<file path="config.mk">
export PLATFORM = sky130hd
export DESIGN_NAME = sig_a_arbiter
export DESIGN_NICKNAME = d
export VERILOG_FILES = /design/src/rtl/sig_a_arb_pkg.sv /design/src/rtl/rr_pick.sv /design/src/rtl/sig_a_arbiter.sv
export SDC_FILE = /design/constraint.sdc
export NUM_CORES = 1
export LEC_CHECK = 0
export CAP_MARGIN = 25
export CORE_MARGIN = 2
export CORE_UTILIZATION = 35
export DETAILED_ROUTE_END_ITERATION = 10
export PLACE_DENSITY = 0.68
export SLEW_MARGIN = 20
export SYNTH_ARGS = -nofsm -noshare
export SYNTH_HDL_FRONTEND = slang
export SYNTH_HIERARCHICAL = 1
export SYNTH_SLANG_ARGS = --single-unit
</file>
<file path="constraint.sdc">
create_clock -name clk -period 2.51 [get_ports clk]
set_input_delay 0.6275 -clock clk [delete_from_list [all_inputs] [get_ports clk]]
set_output_delay 0.6275 -clock clk [all_outputs]
set_load 0.01 [all_outputs]
</file>
<file path="src/rtl/sig_a_arb_pkg.sv">
// Shared types, defaults and the widening helper for the sig_a round-robin arbiter.
package sig_a_arb_pkg;

   localparam int unsigned DefNumReq = 4;
   localparam int unsigned DefDataW  = 2;
   localparam int unsigned DefOutW   = 3;
   localparam int unsigned MaxW      = 32;

   typedef enum logic [0:0] {
      IDLE,
      SEND
   } arb_state_e;

   // Clears everything above data_w; callers slice the result down to OUT_W.
   function automatic logic [MaxW-1:0] zext_sig_a(input logic [MaxW-1:0] data,
                                                  input int unsigned     data_w);
      logic [MaxW-1:0] mask;
      mask = (data_w >= MaxW) ? '1 : ((MaxW'(1) << data_w) - MaxW'(1));
      return data & mask;
   endfunction

endpackage

</file>
<file path="src/rtl/rr_pick.sv">
// Combinational round-robin pick: lowest set request at or after ptr, wrapping.
module rr_pick #(
   parameter int unsigned NUM_REQ = 4,
   parameter int unsigned GID_W   = $clog2(NUM_REQ)
) (
   input  logic [NUM_REQ-1:0] req,
   input  logic [GID_W-1:0]   ptr,
   output logic [NUM_REQ-1:0] gnt,
   output logic [GID_W-1:0]   gnt_id,
   output logic               any
);

   logic [NUM_REQ-1:0]   hi_mask;
   logic [2*NUM_REQ-1:0] dbl;
   logic                 found;

   always_comb begin
      // Lower copy keeps only requests at or above ptr; upper copy supplies the wrap.
      hi_mask = ~((NUM_REQ'(1) << ptr) - NUM_REQ'(1));
      dbl     = {req, req & hi_mask};
      found   = 1'b0;
      gnt_id  = '0;
      for (int unsigned j = 0; j < 2 * NUM_REQ; j++) begin
         if (!found && dbl[j]) begin
            found  = 1'b1;
            gnt_id = GID_W'(j % NUM_REQ);
         end
      end
      gnt = '0;
      if (found) begin
         gnt[gnt_id] = 1'b1;
      end
      any = found;
   end

endmodule

</file>
<file path="src/rtl/sig_a_arbiter.sv">
// Round-robin arbiter sharing one registered, zero-extended sig_a port among NUM_REQ requesters.
module sig_a_arbiter
   import sig_a_arb_pkg::*;
#(
   parameter int unsigned  NUM_REQ = DefNumReq,
   parameter int unsigned  DATA_W  = DefDataW,
   parameter int unsigned  OUT_W   = DefOutW,
   localparam int unsigned GID_W   = $clog2(NUM_REQ)
) (
   input  logic                      clk,
   input  logic                      rst_n,
   input  logic [NUM_REQ-1:0]        req_valid,
   input  logic [NUM_REQ*DATA_W-1:0] req_data,
   output logic [NUM_REQ-1:0]        req_ready,
   output logic [OUT_W-1:0]          sig_a,
   output logic                      sig_a_valid,
   input  logic                      sig_a_ready,
   output logic [GID_W-1:0]          grant_id,
   output logic                      busy
);

   if (NUM_REQ < 2 || NUM_REQ > 16) begin : g_bad_num_req
      $error("sig_a_arbiter: NUM_REQ must be 2..16");
   end
   if (OUT_W < DATA_W || OUT_W > MaxW) begin : g_bad_out_w
      $error("sig_a_arbiter: OUT_W must be >= DATA_W and <= 32");
   end

   arb_state_e         state;
   logic [GID_W-1:0]   rr_ptr;
   logic [GID_W-1:0]   next_ptr;
   logic [NUM_REQ-1:0] gnt;
   logic [GID_W-1:0]   gnt_id;
   logic               any;
   logic               accept;
   logic [DATA_W-1:0]  win_data;
   logic [OUT_W-1:0]   win_ext;

   rr_pick #(
      .NUM_REQ(NUM_REQ),
      .GID_W  (GID_W)
   ) u_pick (
      .req   (req_valid),
      .ptr   (rr_ptr),
      .gnt   (gnt),
      .gnt_id(gnt_id),
      .any   (any)
   );

   // The output stage can take a new value when empty or when the child drains it this cycle.
   assign accept    = (state == IDLE) || sig_a_ready;
   assign req_ready = (accept && rst_n) ? gnt : '0;
   assign win_data  = req_data[gnt_id*DATA_W +: DATA_W];
   assign win_ext   = OUT_W'(zext_sig_a(MaxW'(win_data), DATA_W));
   assign next_ptr  = (gnt_id == GID_W'(NUM_REQ - 1)) ? '0 : gnt_id + GID_W'(1);
   assign busy      = sig_a_valid;

   always_ff @(posedge clk or negedge rst_n) begin
      if (!rst_n) begin
         state       <= IDLE;
         sig_a       <= '0;
         sig_a_valid <= 1'b0;
         grant_id    <= '0;
         rr_ptr      <= '0;
      end else begin
         unique case (state)
            IDLE: begin
               if (any) begin
                  state       <= SEND;
                  sig_a       <= win_ext;
                  sig_a_valid <= 1'b1;
                  grant_id    <= gnt_id;
                  rr_ptr      <= next_ptr;
               end
            end
            SEND: begin
               if (sig_a_ready) begin
                  if (any) begin
                     sig_a    <= win_ext;
                     grant_id <= gnt_id;
                     rr_ptr   <= next_ptr;
                  end else begin
                     state       <= IDLE;
                     sig_a_valid <= 1'b0;
                  end
               end
            end
            default: begin
               state       <= IDLE;
               sig_a_valid <= 1'b0;
            end
         endcase
      end
   end

endmodule
</file>
## Yosys cells after proc, flatten, opt, wreduce, memory -nomap -nowiden

Cells that the tools add are included.

| storage, ports and cells | value |
|---|---|
| bits in registers | 9 |
| output and inout bits | 11 |
| word-level logic and storage cells | 72 |
| input bits | 15 |

| cells by class | value |
|---|---|
| equal/unequal tests | 4 |
| multiplexer cells | 36 |
| shifts and indexed selects | 2 |
| reduce and logical (&&, ||, !) cells | 18 |
| bitwise logic cells | 3 |
| add/subtract/negate cells | 2 |
| order comparisons | 2 |

Operators with widths:

| operator | number |
|---|---|
| $mux 2 | 11 |
| $mux 1 | 15 |
| $logic_and 1x1->1 | 9 |
| $mux 4 | 2 |
| $pmux 2 s2 | 2 |
| $shiftx 8x4->2 | 1 |
| $logic_not 1->1 | 7 |
| $mux 3 | 2 |
| $ne 2x2->1 const B | 3 |
| $pmux 3 s2 | 1 |
| $and 4x4->4 | 1 |
| $not 4->4 | 1 |
| $pmux 1 s2 | 2 |
| $shl 1x2->4 const A | 1 |
| $sub 4x2->4 const B | 1 |
| $lt 2x3->1 const B | 1 |
| $reduce_and 3->1 | 1 |
| $add 2x1->2 const B | 1 |
| $demux 1 s2 | 1 |
| $eq 2x2->1 const B | 1 |
| $ge 2x1->1 const B | 1 |
| $logic_or 1x1->1 | 1 |
| $not 1->1 | 1 |

## Logic depth before layout (Yosys ltp)

Gate-level depths: netlist of the first run.

| logic depth | value |
|---|---|
| depth in word-level cells | 32 |
| gate-level depth with buffers | 7 |
| depth with buffers taken out | 6 |

## Modules after synthesis

Netlist of the first run, hierarchy kept.

By module, submodules not included:

| module | sequential area each (um2) | cells an instance | area each (um2) | instances |
|---|---|---|---|---|
| sig_a_arbiter | 200.2 | 32 | 406.6 | 1 |
| rr_pick | 0.0 | 32 | 201.4 | 1 |

## Least setup slack after synthesis of the first run

Ideal clock, no wire load.

| timing path | value |
|---|---|
| kind | in2reg |
| from | input port req_valid[2] |
| to | register sig_a[0] |
| stages on the path | 6 |
| buffers on the path | 1 |
| required time | 2385 ps |
| library setup time | 125 ps |
| slack | 29 ps |
| data arrival time | 2357 ps |
| path through | clkbuf_2 -> mux2i_1 -> nor2_1 -> a311oi_1 -> mux4_2 -> mux2_2 |

| on the way | value |
|---|---|
| longest elaborated chain between the ends | 22 |
| elaborated cells between the ends (all ways) | 28 |
| those cells by class | shift (1); mux (15); bitwise (1); reduce/logical (11) |

RTL lines:

| what | line | source |
|---|---|---|
| start: declaration | sig_a_arbiter.sv:12 | `input logic [NUM_REQ-1:0] req_valid,` |
| $and 4x4->4 | rr_pick.sv:20 | `dbl = {req, req & hi_mask};` |
| $logic_and 1x1->1 | rr_pick.sv:24 | `if (!found && dbl[j]) begin` |
| $mux 1 | rr_pick.sv:24 |  |
| $logic_not 1->1 | rr_pick.sv:24 |  |
| $logic_and 1x1->1 | rr_pick.sv:24 |  |
| $mux 1 | rr_pick.sv:24 |  |
| $logic_not 1->1 | rr_pick.sv:24 |  |
| $logic_and 1x1->1 | rr_pick.sv:24 |  |
| (+7 left out) | -- |  |
| $logic_not 1->1 | rr_pick.sv:24 |  |
| $logic_and 1x1->1 | rr_pick.sv:24 |  |
| $mux 2 * | rr_pick.sv:24 |  |
| named net gnt_id[0] | sig_a_arbiter.sv:33 | `logic [GID_W-1:0] gnt_id;` |
| $shiftx 8x4->2 * | sig_a_arbiter.sv:53 | `assign win_data = req_data[gnt_id*DATA_W +: DATA_W];` |
| $mux 3 * | sig_a_arbiter.sv:68, sig_a_arbiter.sv:78 |  |
| $mux 3 | sig_a_arbiter.sv:77 | `if (sig_a_ready) begin` |
| $pmux 3 s2 * | sig_a_arbiter.sv:66 | `unique case (state)` |
| end signal: assignment | sig_a_arbiter.sv:70 | `sig_a <= win_ext;` |
| end signal: assignment | sig_a_arbiter.sv:79 | `sig_a <= win_ext;` |
| end: declaration | sig_a_arbiter.sv:15 | `output logic [OUT_W-1:0] sig_a,` |

Mark *: on every way through the listed nets, which the timed path passes. The rest lies on a longest branch. The select of a mux whose other input is x is not followed.
A chain may end at the register's enable or synchronous reset.

## Final worst setup path of the first run

| timing path | value |
|---|---|
| from | input port req_valid[1] |
| to | output port req_ready[0] |

| on the way | value |
|---|---|
| longest elaborated chain between the ends | 27 |
| elaborated cells between the ends (all ways) | 35 |
| those cells by class | order compare (2); mux (18); bitwise (1); reduce/logical (14) |

RTL lines:

| what | line | source |
|---|---|---|
| $and 4x4->4 | rr_pick.sv:20 |  |
| $logic_and 1x1->1 | rr_pick.sv:24 |  |
| $mux 1 | rr_pick.sv:24 |  |
| $logic_not 1->1 | rr_pick.sv:24 |  |
| $logic_and 1x1->1 | rr_pick.sv:24 |  |
| $mux 1 | rr_pick.sv:24 |  |
| $logic_not 1->1 | rr_pick.sv:24 |  |
| $logic_and 1x1->1 | rr_pick.sv:24 |  |
| (+12 left out) | -- |  |
| $mux 2 | rr_pick.sv:24 |  |
| $lt 2x3->1 (not written as such) or $ge 2x1->1 (tied branches) | rr_pick.sv:31 | `gnt[gnt_id] = 1'b1;` |
| $logic_and 1x1->1 (not written as such) | rr_pick.sv:31 |  |
| $mux 1 (not written as such) | rr_pick.sv:31 |  |
| $demux 1 s2 | -- |  |
| $mux 4 * | rr_pick.sv:30 | `if (found) begin` |
| named net gnt[0] | sig_a_arbiter.sv:32 | `logic [NUM_REQ-1:0] gnt;` |
| $mux 4 * | sig_a_arbiter.sv:52 | `assign req_ready = (accept && rst_n) ? gnt : '0;` |
| end: declaration | sig_a_arbiter.sv:14 | `output logic [NUM_REQ-1:0] req_ready,` |

Mark *: on every way through the listed nets, which the timed path passes. The rest lies on a longest branch.

==> out/qor.txt, run 1 <==
Outcome - finished clean
Max-slew violation count - 0
Yosys reg bits - 8
Mapped Area - 608.1 um^2
Asr flop ratio synth - 100.0%
Number of buffers created by CTS - 3
Fin nets - 114
R2R setup slack - 0.33 ns
Lkg Pwr - 0.4428 nW
Final Setup Violations - 0
Main flop type after synthesis - dfrtp_1
Skew-Pair Late Insertion Delay - 0.25 ns
Area contributors post-synth - dfrtp_1, mux2_2, mux4_2
Max cap viols - 0
Initial antenna violation count - 0
Crit Path Category - input pin to primary output
Setup Skew - 0.0007573 ns
Placed cells - 110
FF-to-FF path depth - 6
Port bufs - 24
Clk root buf - clkbuf_4
H-tree depth - 1
DP HPWL - 1083 um
Die W - 45.68 um
Grt total ovfl - 0
CTS clock-pin slew for the worst setup and hold paths - 0.05 ns
Routed wire length - 1314 um
Hold Slack - 0.4379 ns
All-Layer GR Usage - 14.13%
Routability Congestion - 0.7531
First-pass GRT wire length - 2049 um
Adder-Cell Fraction of Synth Area - 2.058%
Reg2reg end - sig_a[0]$_DFFE_PN0P_
Simple-Gate Fraction of Synth Area - 14.61%
Post-synth EDFFs - 0
Starting Density - 36.40%
Antenna Cells - 0
DRT Pass-1 Iters - 4
Worst path slowest cell - dlygate4sd2_1
Synth cell count leaders - dfrtp_1, a21oi_1, mux2_2, nor2_1
DR vias - 589
Cells after synthesis - 64
Critical path capture point type - primary output
Synth Net Count - 80
ANT nets after route - 0
Complex-gate fraction of the synthesized area - 20.37%
Register area share after synthesis - 32.92%
Dpl ws - -0.4394 ns
Fin crit share - 97.27%
Die Y - 45.68 um
XOR/XNOR share of the synthesized area - 0%
Worst vdd ir - 0.5058 mV
1st-iter DRT viols - 9
DRC - 0
CTS tree - yes
Design area - 928.4 um^2
Largest stage delay, worst path - 0.30 ns
FF-to-FF Start - rr_ptr[1]$_DFFE_PN0P_
Top-Level Pins - 26
Worst Path Max Fanout - 6
Cell Chain, Critical Path - dlygate4sd2_1, o2bb2ai_1, a22o_1, and2_1, and3_1, dlygate4sd2_1
Post-synth top area cell - dfrtp_1
Post-CTS Hold Buffers - 0
Main combinational cell family by area after synthesis - compound AO/OA/AOI/OAI gates
Clock buffer depth - 2
Full die area - 2087 um^2
RSZ-0062 raised after global routing - no
Total power - 0.7242 mW
Synth warn - 6
Min-delay src - state$_DFF_PN0_
Top cell by count, worst path - dlygate4sd2_1
Area after DPL - 910.9 um^2
PwrDens - 780.0 nW/um^2
Most common cell in the netlist - dfrtp_1
Core area - 1670 um^2
Avg Inst Size Synth - 9.501 um^2
DR WL/cell - 11.63 um
Worst endpoint data arrival time - 1.81 ns
Hold crit path type - flop to flop
Crit start category - input pin
Area growth syn-to-layout - 52.67%
Post-synthesis mux area share - 20.16%
Floorplan row count - 15
Final Hold Viols - 0
Worst Hold Path EP - busy$_DFFE_PN0P_
Tmin final - 2.441 ns
Largest net degree at the start of global routing - 14
Synth top area share - 32.92%
Fmax - 0.4096 GHz
Final Instance Count excl. Fillers - 113
Clock sinks - 8
Critical Path RT - 1.88 ns
Number of global-route vias before repair - 506
Vias per std cell - 5.212
Worst setup margin - 0.06859 ns
Setup Fix Bufs, Post-CTS - 0
Hold path cells - 1
Count of cell types in the netlist - 26
Share of layout cells above drive strength 1 - 28.13%
==> logic make-up (layout without fill, tap and decap cells) <==
group,count (synthesis),after routing
AOI/OAI and AO/OA,18,18
and+or+nand+nor,17,17
adders and majority gates,1,1
DFF,8,8
buffers and inverters,10,42
muxes,9,9
other,1,1
==> what timing repair did <==
item | in CTS | in global routing
pin swaps | 1 | 0
setup endpoints to repair | 6 | 2
gates resized for setup | 9 | 5
==> flip-flops by register name (all words and copies together), names as in the netlist <==
signal / cells
busy: 1
grant_id: 2
sig_a: 2
state: 1
rr_ptr: 2
==> critical path: cells and delay by family <==
family | cells | cell delay, ns
and+or+nand+nor | 2 | 0.31
buffers and inverters | 2 | 0.58
AOI/OAI and AO/OA | 2 | 0.30
==> layer usage <==
metal | wire, um | global-route usage, %
met1 | 538 | 16.05
met2 | 673 | 22.54
met3 | 88 | 7.143
met4 | 14 | 5.294
met5 | 0 | 0
==> layout by cell type, fill, tap and decap left out, drive strengths merged, types with 2 or more instances in the layout <==
cell,synthesis,final
clkdlybuf4s50,0,16
buf,4,11
dfrtp,8,8
mux2,6,6
a21oi,6,6
dlygate4sd2,0,6
nor2,6,6
and3,4,4
inv,4,4
o21ai,4,4
clkbuf,2,4
nand2b,3,3
mux4,2,2
nand2,2,2
o221a,2,2
==> where the power goes <==
part | switching (mW) | internal [mW] | total [mW]
clock network | 0.0383 | 0.0543 | 0.0926
registers | 0.0594 | 0.182 | 0.242
logic | 0.143 | 0.247 | 0.390
==> per-stage QoR <==
step | util, % | setup TNS (ns)
after global placement | 54.53 | -2.279
after CTS | 55.43 | 0
after global routing | 55.58 | 0
after floorplan | - | 0
after detailed placement | 54.53 | -2.462
final | 55.58 | 0
==> worst max path at each step <==
stage / startpoint / end / slack, ns / depth (start not counted)
after floorplan: req_valid[2] / sig_a[0]$_DFFE_PN0P_ / 0.03 / 6
after global placement: req_valid[2] / req_ready[0] / -0.43 / 6
after detailed placement: req_valid[0] / req_ready[2] / -0.44 / 6
after CTS: req_valid[2] / req_ready[0] / 0.05 / 6
after global routing: req_valid[2] / req_ready[0] / 0.01 / 6
final: req_valid[1] / req_ready[0] / 0.07 / 6
==> area by class of cell <==
class | count | area (um^2)
timing repair buffer | 35 | 310.3
inverter | 4 | 15.01
fill | 146 | 742.0
multi-input combinational | 46 | 359.1
tap | 17 | 21.27
sequential | 8 | 200.2
clock buffer | 3 | 22.52
No activity file was read; power rests on OpenSTA's default activity.
==> run 2: changes to the inputs <==
--- a/config.mk
+++ b/config.mk
@@ -10,6 +10,7 @@
 export CORE_UTILIZATION = 35
 export DETAILED_ROUTE_END_ITERATION = 10
 export PLACE_DENSITY = 0.68
+export SETUP_SLACK_MARGIN = 0.5
 export SLEW_MARGIN = 20
 export SYNTH_ARGS = -nofsm -noshare
 export SYNTH_HDL_FRONTEND = slang
==> out/qor.txt, run 2 (same netlist as run 1, synthesis figures left out) <==
Outcome - finished clean
Worst Path Max Fanout - 5
Worst path depth - 6
CTS tree - yes
First-pass GRT wire length - 2456 um
CP startpoint - req_valid[3]
Max cap viols - 0
Filler cells - 130
Final Hold Viols - 0
PwrDens - 822.9 nW/um^2
FF-to-FF path depth - 7
Critical path capture point type - primary output
Routability Congestion - 0.7582
Floorplan row count - 15
Port bufs - 24
Starting Density - 36.40%
Share of layout cells above drive strength 1 - 50.94%
Initial antenna violation count - 0
FF-to-FF Start - rr_ptr[1]$_DFFE_PN0P_
Critical Path RT - 1.88 ns
DRT Pass-1 Iters - 4
Area growth syn-to-layout - 74.69%
Crit path to - req_ready[0]
Setup Skew - 0.003610 ns
DRC - 0
Die Y - 45.68 um
Placed cells - 113
ANT nets after route - 0
Grt total ovfl - 0
Number of global-route vias before repair - 591
Routed wire length - 1598 um
All-Layer GR Usage - 16.93%
Reg2reg end - sig_a[1]$_DFFE_PN0P_
Utilization after layout - 63.60%
R2R setup slack - 0.50 ns
Crit Path Category - input pin to primary output
Crit start category - input pin
Number of buffers created by CTS - 3
Die W - 45.68 um
Worst path slowest cell - a22o_1
Largest stage delay, worst path - 0.23 ns
Worst endpoint data arrival time - 1.47 ns
Final Setup Violations - 0
CTS clock-pin slew for the worst setup and hold paths - 0.05 ns
RSZ-0062 raised after global routing - yes
Worst vdd ir - 0.5575 mV
Most frequent cells in the layout - buf_4, clkdlybuf4s50_1, dfrtp_1, buf_6, mux2_2
CP top delay family - buffers and inverters
Fin crit share - 83.46%
DR vias - 641
Clock buffer depth - 2
Largest net degree at the start of global routing - 9
Cell Chain, Critical Path - buf_4, inv_1, a22o_1, and2_1, and3_1, buf_2
Tmin final - 2.095 ns
DP HPWL - 1160 um
Vias per std cell - 5.211
Top-Level Pins - 26
Fmax - 0.4774 GHz
Antenna Cells - 0
Final Instance Count excl. Fillers - 123
Hold crit path type - input pin to async pin
Biggest regs - grant_id (2), rr_ptr (2), sig_a (2)
H-tree depth - 1
1st-iter DRT viols - 7
Buf/Inv on CP - 3
Clock sinks - 8
Full die area - 2087 um^2
Fin nets - 124
Lkg Pwr - 0.5032 nW
Post-CTS Hold Buffers - 0
Skew-Pair Late Insertion Delay - 0.25 ns
Max-slew violation count - 0
TNS Setup - 0 ns
Most common cell after layout, fill and taps aside - buf_4
Clk root buf - clkbuf_4
Core area - 1670 um^2
DR WL/cell - 12.99 um
[run 2: changes by cell type in the layout (fill, tap and decap cells not counted), moves of 2 or more]
cell and change:
a21oi_1 -2, buf_2 +3, dfrtp_2 +2, clkdlybuf4s50_1 -2, dlygate4sd2_1 -4, buf_4 +8
a21oi_2 +2, buf_6 +6, dfrtp_1 -2
[run 2: through the flow]
step	setup WS (ns)	total power [mW]	area, um^2	hold slack, ns
4_1_cts	0.4327	0.8306	1008	0.4932
2_1_floorplan	0.2730	0.4879	625.6	0.3319
5_1_grt	0.3369	0.9385	1062	0.5244
3_3_place_gp	-0.4081	0.6443	939.7	0.4312
6_report	0.4152	0.8741	1062	0.4954
3_5_place_dp	-0.4421	0.6585	939.7	0.4383
[run 2: timing repair]
item                       in CTS  in global routing
pin swaps                       8                  2
setup buffers                   5                  2
gates resized for setup        52                  9
setup endpoints to repair      10                  7
[run 2: how the worst min path moves through the flow]
stage                                          to  slack (ns)  cells after the start
final                        sig_a[0]$_DFFE_PN0P_        0.50                      2
after global placement           busy$_DFFE_PN0P_        0.43                      1
after CTS                   rr_ptr[0]$_DFFE_PN0P_        0.49                      2
after floorplan                  busy$_DFFE_PN0P_        0.33                      0
after detailed placement         busy$_DFFE_PN0P_        0.44                      1
after global routing      grant_id[1]$_DFFE_PN0P_        0.52                      1
[run 2: final cells by class]
cell class	count	area (um^2)	share of cell area (%)
Timing Repair Buffer	45	397.9	37.46
Inverter	4	15.01	1.413
Multi-Input combinational cell	46	402.9	37.93
Tap cell	17	21.27	2.002
Sequential cell	8	202.7	19.08
Clock buffer	3	22.52	2.120
[run 2: per-layer routing]
metal  part of all wire [%]  track usage (%)  wire (um)
met1                     39            19.01        625
met5                      0                0          0
met2                     57            29.86        904
met3                    4.3            7.143         69
met4                      0            2.941          0
[run 2: where the power goes]
group | internal, mW | switching (mW)
sequential | 0.186 | 0.0489
combinational | 0.343 | 0.201
clock | 0.0545 | 0.0413
==> run 3: changes to the inputs <==
==> constraint.sdc (replaced) <==
create_clock -name clk -period 2.1 [get_ports clk]
set_input_delay 0.525 -clock clk [delete_from_list [all_inputs] [get_ports clk]]
set_output_delay 0.525 -clock clk [all_outputs]
set_load 0.01 [all_outputs]
==> out/qor.txt, run 3 (same netlist as run 1, synthesis figures left out) <==
ANT nets after route - 0
PwrDens - 985.3 nW/um^2
DR WL/cell - 13.58 um
Core area - 1670 um^2
First-pass GRT wire length - 2525 um
Clk root buf - clkbuf_4
Crit start category - flop
R2R setup slack - 0.08 ns
Tmin final - 2.031 ns
Most common cell after layout, fill and taps aside - buf_4
Clock sinks - 8
Fin crit share - 96.70%
Biggest regs - grant_id (2), rr_ptr (2), sig_a (2)
CTS tree - yes
Crit path to - req_ready[0]
1st-iter DRT viols - 3
Worst Path Max Fanout - 5
Area growth syn-to-layout - 76.34%
Worst vdd ir - 0.7575 mV
Grt total ovfl - 0
Antenna Cells - 0
Reg area - 202.7 um^2
H-tree depth - 1
Final Instance Count excl. Fillers - 121
Die W - 45.68 um
Vias per std cell - 5.198
Most frequent cells in the layout - buf_4, buf_6, dlygate4sd2_1, clkdlybuf4s50_1, dfrtp_1
CTS clock-pin slew for the worst setup and hold paths - 0.05 ns
Max cap viols - 0
Final Hold Viols - 0
Initial antenna violation count - 0
Outcome - finished clean
Final Setup Violations - 0
Area after DPL - 962.2 um^2
Routability Congestion - 0.8286
Reg2reg end - sig_a[0]$_DFFE_PN0P_
Full die area - 2087 um^2
Largest net degree at the start of global routing - 9
Filler cells - 150
Setup Skew - 0.002754 ns
Critical Path RT - 1.57 ns
Number of global-route vias before repair - 572
Port bufs - 24
Max-slew violation count - 0
Skew-Pair Late Insertion Delay - 0.26 ns
Share of layout cells above drive strength 1 - 53.85%
Post-CTS Hold Buffers - 0
Lkg Pwr - 0.5128 nW
Top-Level Pins - 26
FF-to-FF path depth - 7
Placed cells - 113
All-Layer GR Usage - 17.82%
Starting Density - 36.40%
Number of buffers created by CTS - 3
Fmax - 0.4925 GHz
DRC - 0
Design area - 1072 um^2
Clock buffer depth - 2
DR vias - 629
Critical path capture point type - primary output
RSZ-0062 raised after global routing - yes
Floorplan row count - 15
FF-to-FF Start - rr_ptr[1]$_DFFE_PN0P_
DRT Pass-1 Iters - 4
Crit Path Category - flop to primary output
Die Y - 45.68 um
Fin nets - 122
Multi-input gate area - 431.7 um^2
DP HPWL - 1161 um
Routed wire length - 1643 um
Worst endpoint data arrival time - 1.51 ns
Hold crit path type - input pin to async pin
CP startpoint - rr_ptr[1]$_DFFE_PN0P_
-- run 3: how the worst min path moves through the flow --
stage / to / slack (ns) / cells after the start
finish: busy$_DFFE_PN0P_ / 0.42 / 2
floorplan: busy$_DFFE_PN0P_ / 0.23 / 0
CTS: grant_id[1]$_DFFE_PN0P_ / 0.42 / 2
global route: sig_a[1]$_DFFE_PN0P_ / 0.46 / 2
global placement: busy$_DFFE_PN0P_ / 0.43 / 1
detailed placement: busy$_DFFE_PN0P_ / 0.44 / 1
-- run 3: timing repair --
action,4_1_cts,5_1_grt
gates resized for setup,62,4
pin swaps,10,1
endpoints found under the setup margin,17,10
setup buffers,2,3
-- run 3: critical path, stage by stage (launching register included) --
cell and delay, ns:
dfrtp_2 0.44, buf_6 0.14, o2bb2ai_2 0.10, a22o_1 0.19
and2_1 0.13, and3_4 0.14, buf_6 0.11
-- run 3: layout make-up --
| type | count | share of cell area (%) |
|---|---|---|
| clock buffers | 3 | 2.100 |
| inverters | 4 | 1.400 |
| multi-input cells | 46 | 40.26 |
| flip-flops and latches | 8 | 18.90 |
| well taps | 17 | 1.984 |
| repair buffers | 43 | 35.36 |
-- run 3: metrics by stage --
| stage | setup TNS [ns] | setup WS [ns] | power (mW) | hold slack [ns] | util, % |
|---|---|---|---|---|---|
| after floorplan | -0.04805 | -0.02403 | 0.5928 | 0.2294 | - |
| after global placement | -4.337 | -0.6259 | 0.8018 | 0.4331 | 57.60 |
| after detailed placement | -4.483 | -0.6088 | 0.8147 | 0.4426 | 57.60 |
| after CTS | 0 | 0.1233 | 0.9869 | 0.4245 | 62.77 |
| after global routing | 0 | 0.01858 | 1.122 | 0.4573 | 64.19 |
| final | 0 | 0.06934 | 1.057 | 0.4152 | 64.19 |
-- run 3: power breakdown --
part           internal [mW]  switching, mW  total [mW]  leakage, nW
sequential             0.222         0.0611       0.283       0.0900
combinational          0.403          0.252       0.654        0.409
clock                 0.0655         0.0534       0.119       0.0138
total                  0.690          0.366        1.06        0.513
-- run 3: routing by layer --
| metal | track usage, % | vias up | wire length, um | share of wire, % |
|---|---|---|---|---|
| li1 | - | 307 | - | - |
| met1 | 20.69 | 310 | 669 | 41 |
| met3 | 7.143 | 2 | 67 | 4.1 |
| met4 | 5.294 | 0 | 8 | 0.49 |
| met2 | 29.86 | 10 | 897 | 55 |
| met5 | 0 | - | 0 | 0 |
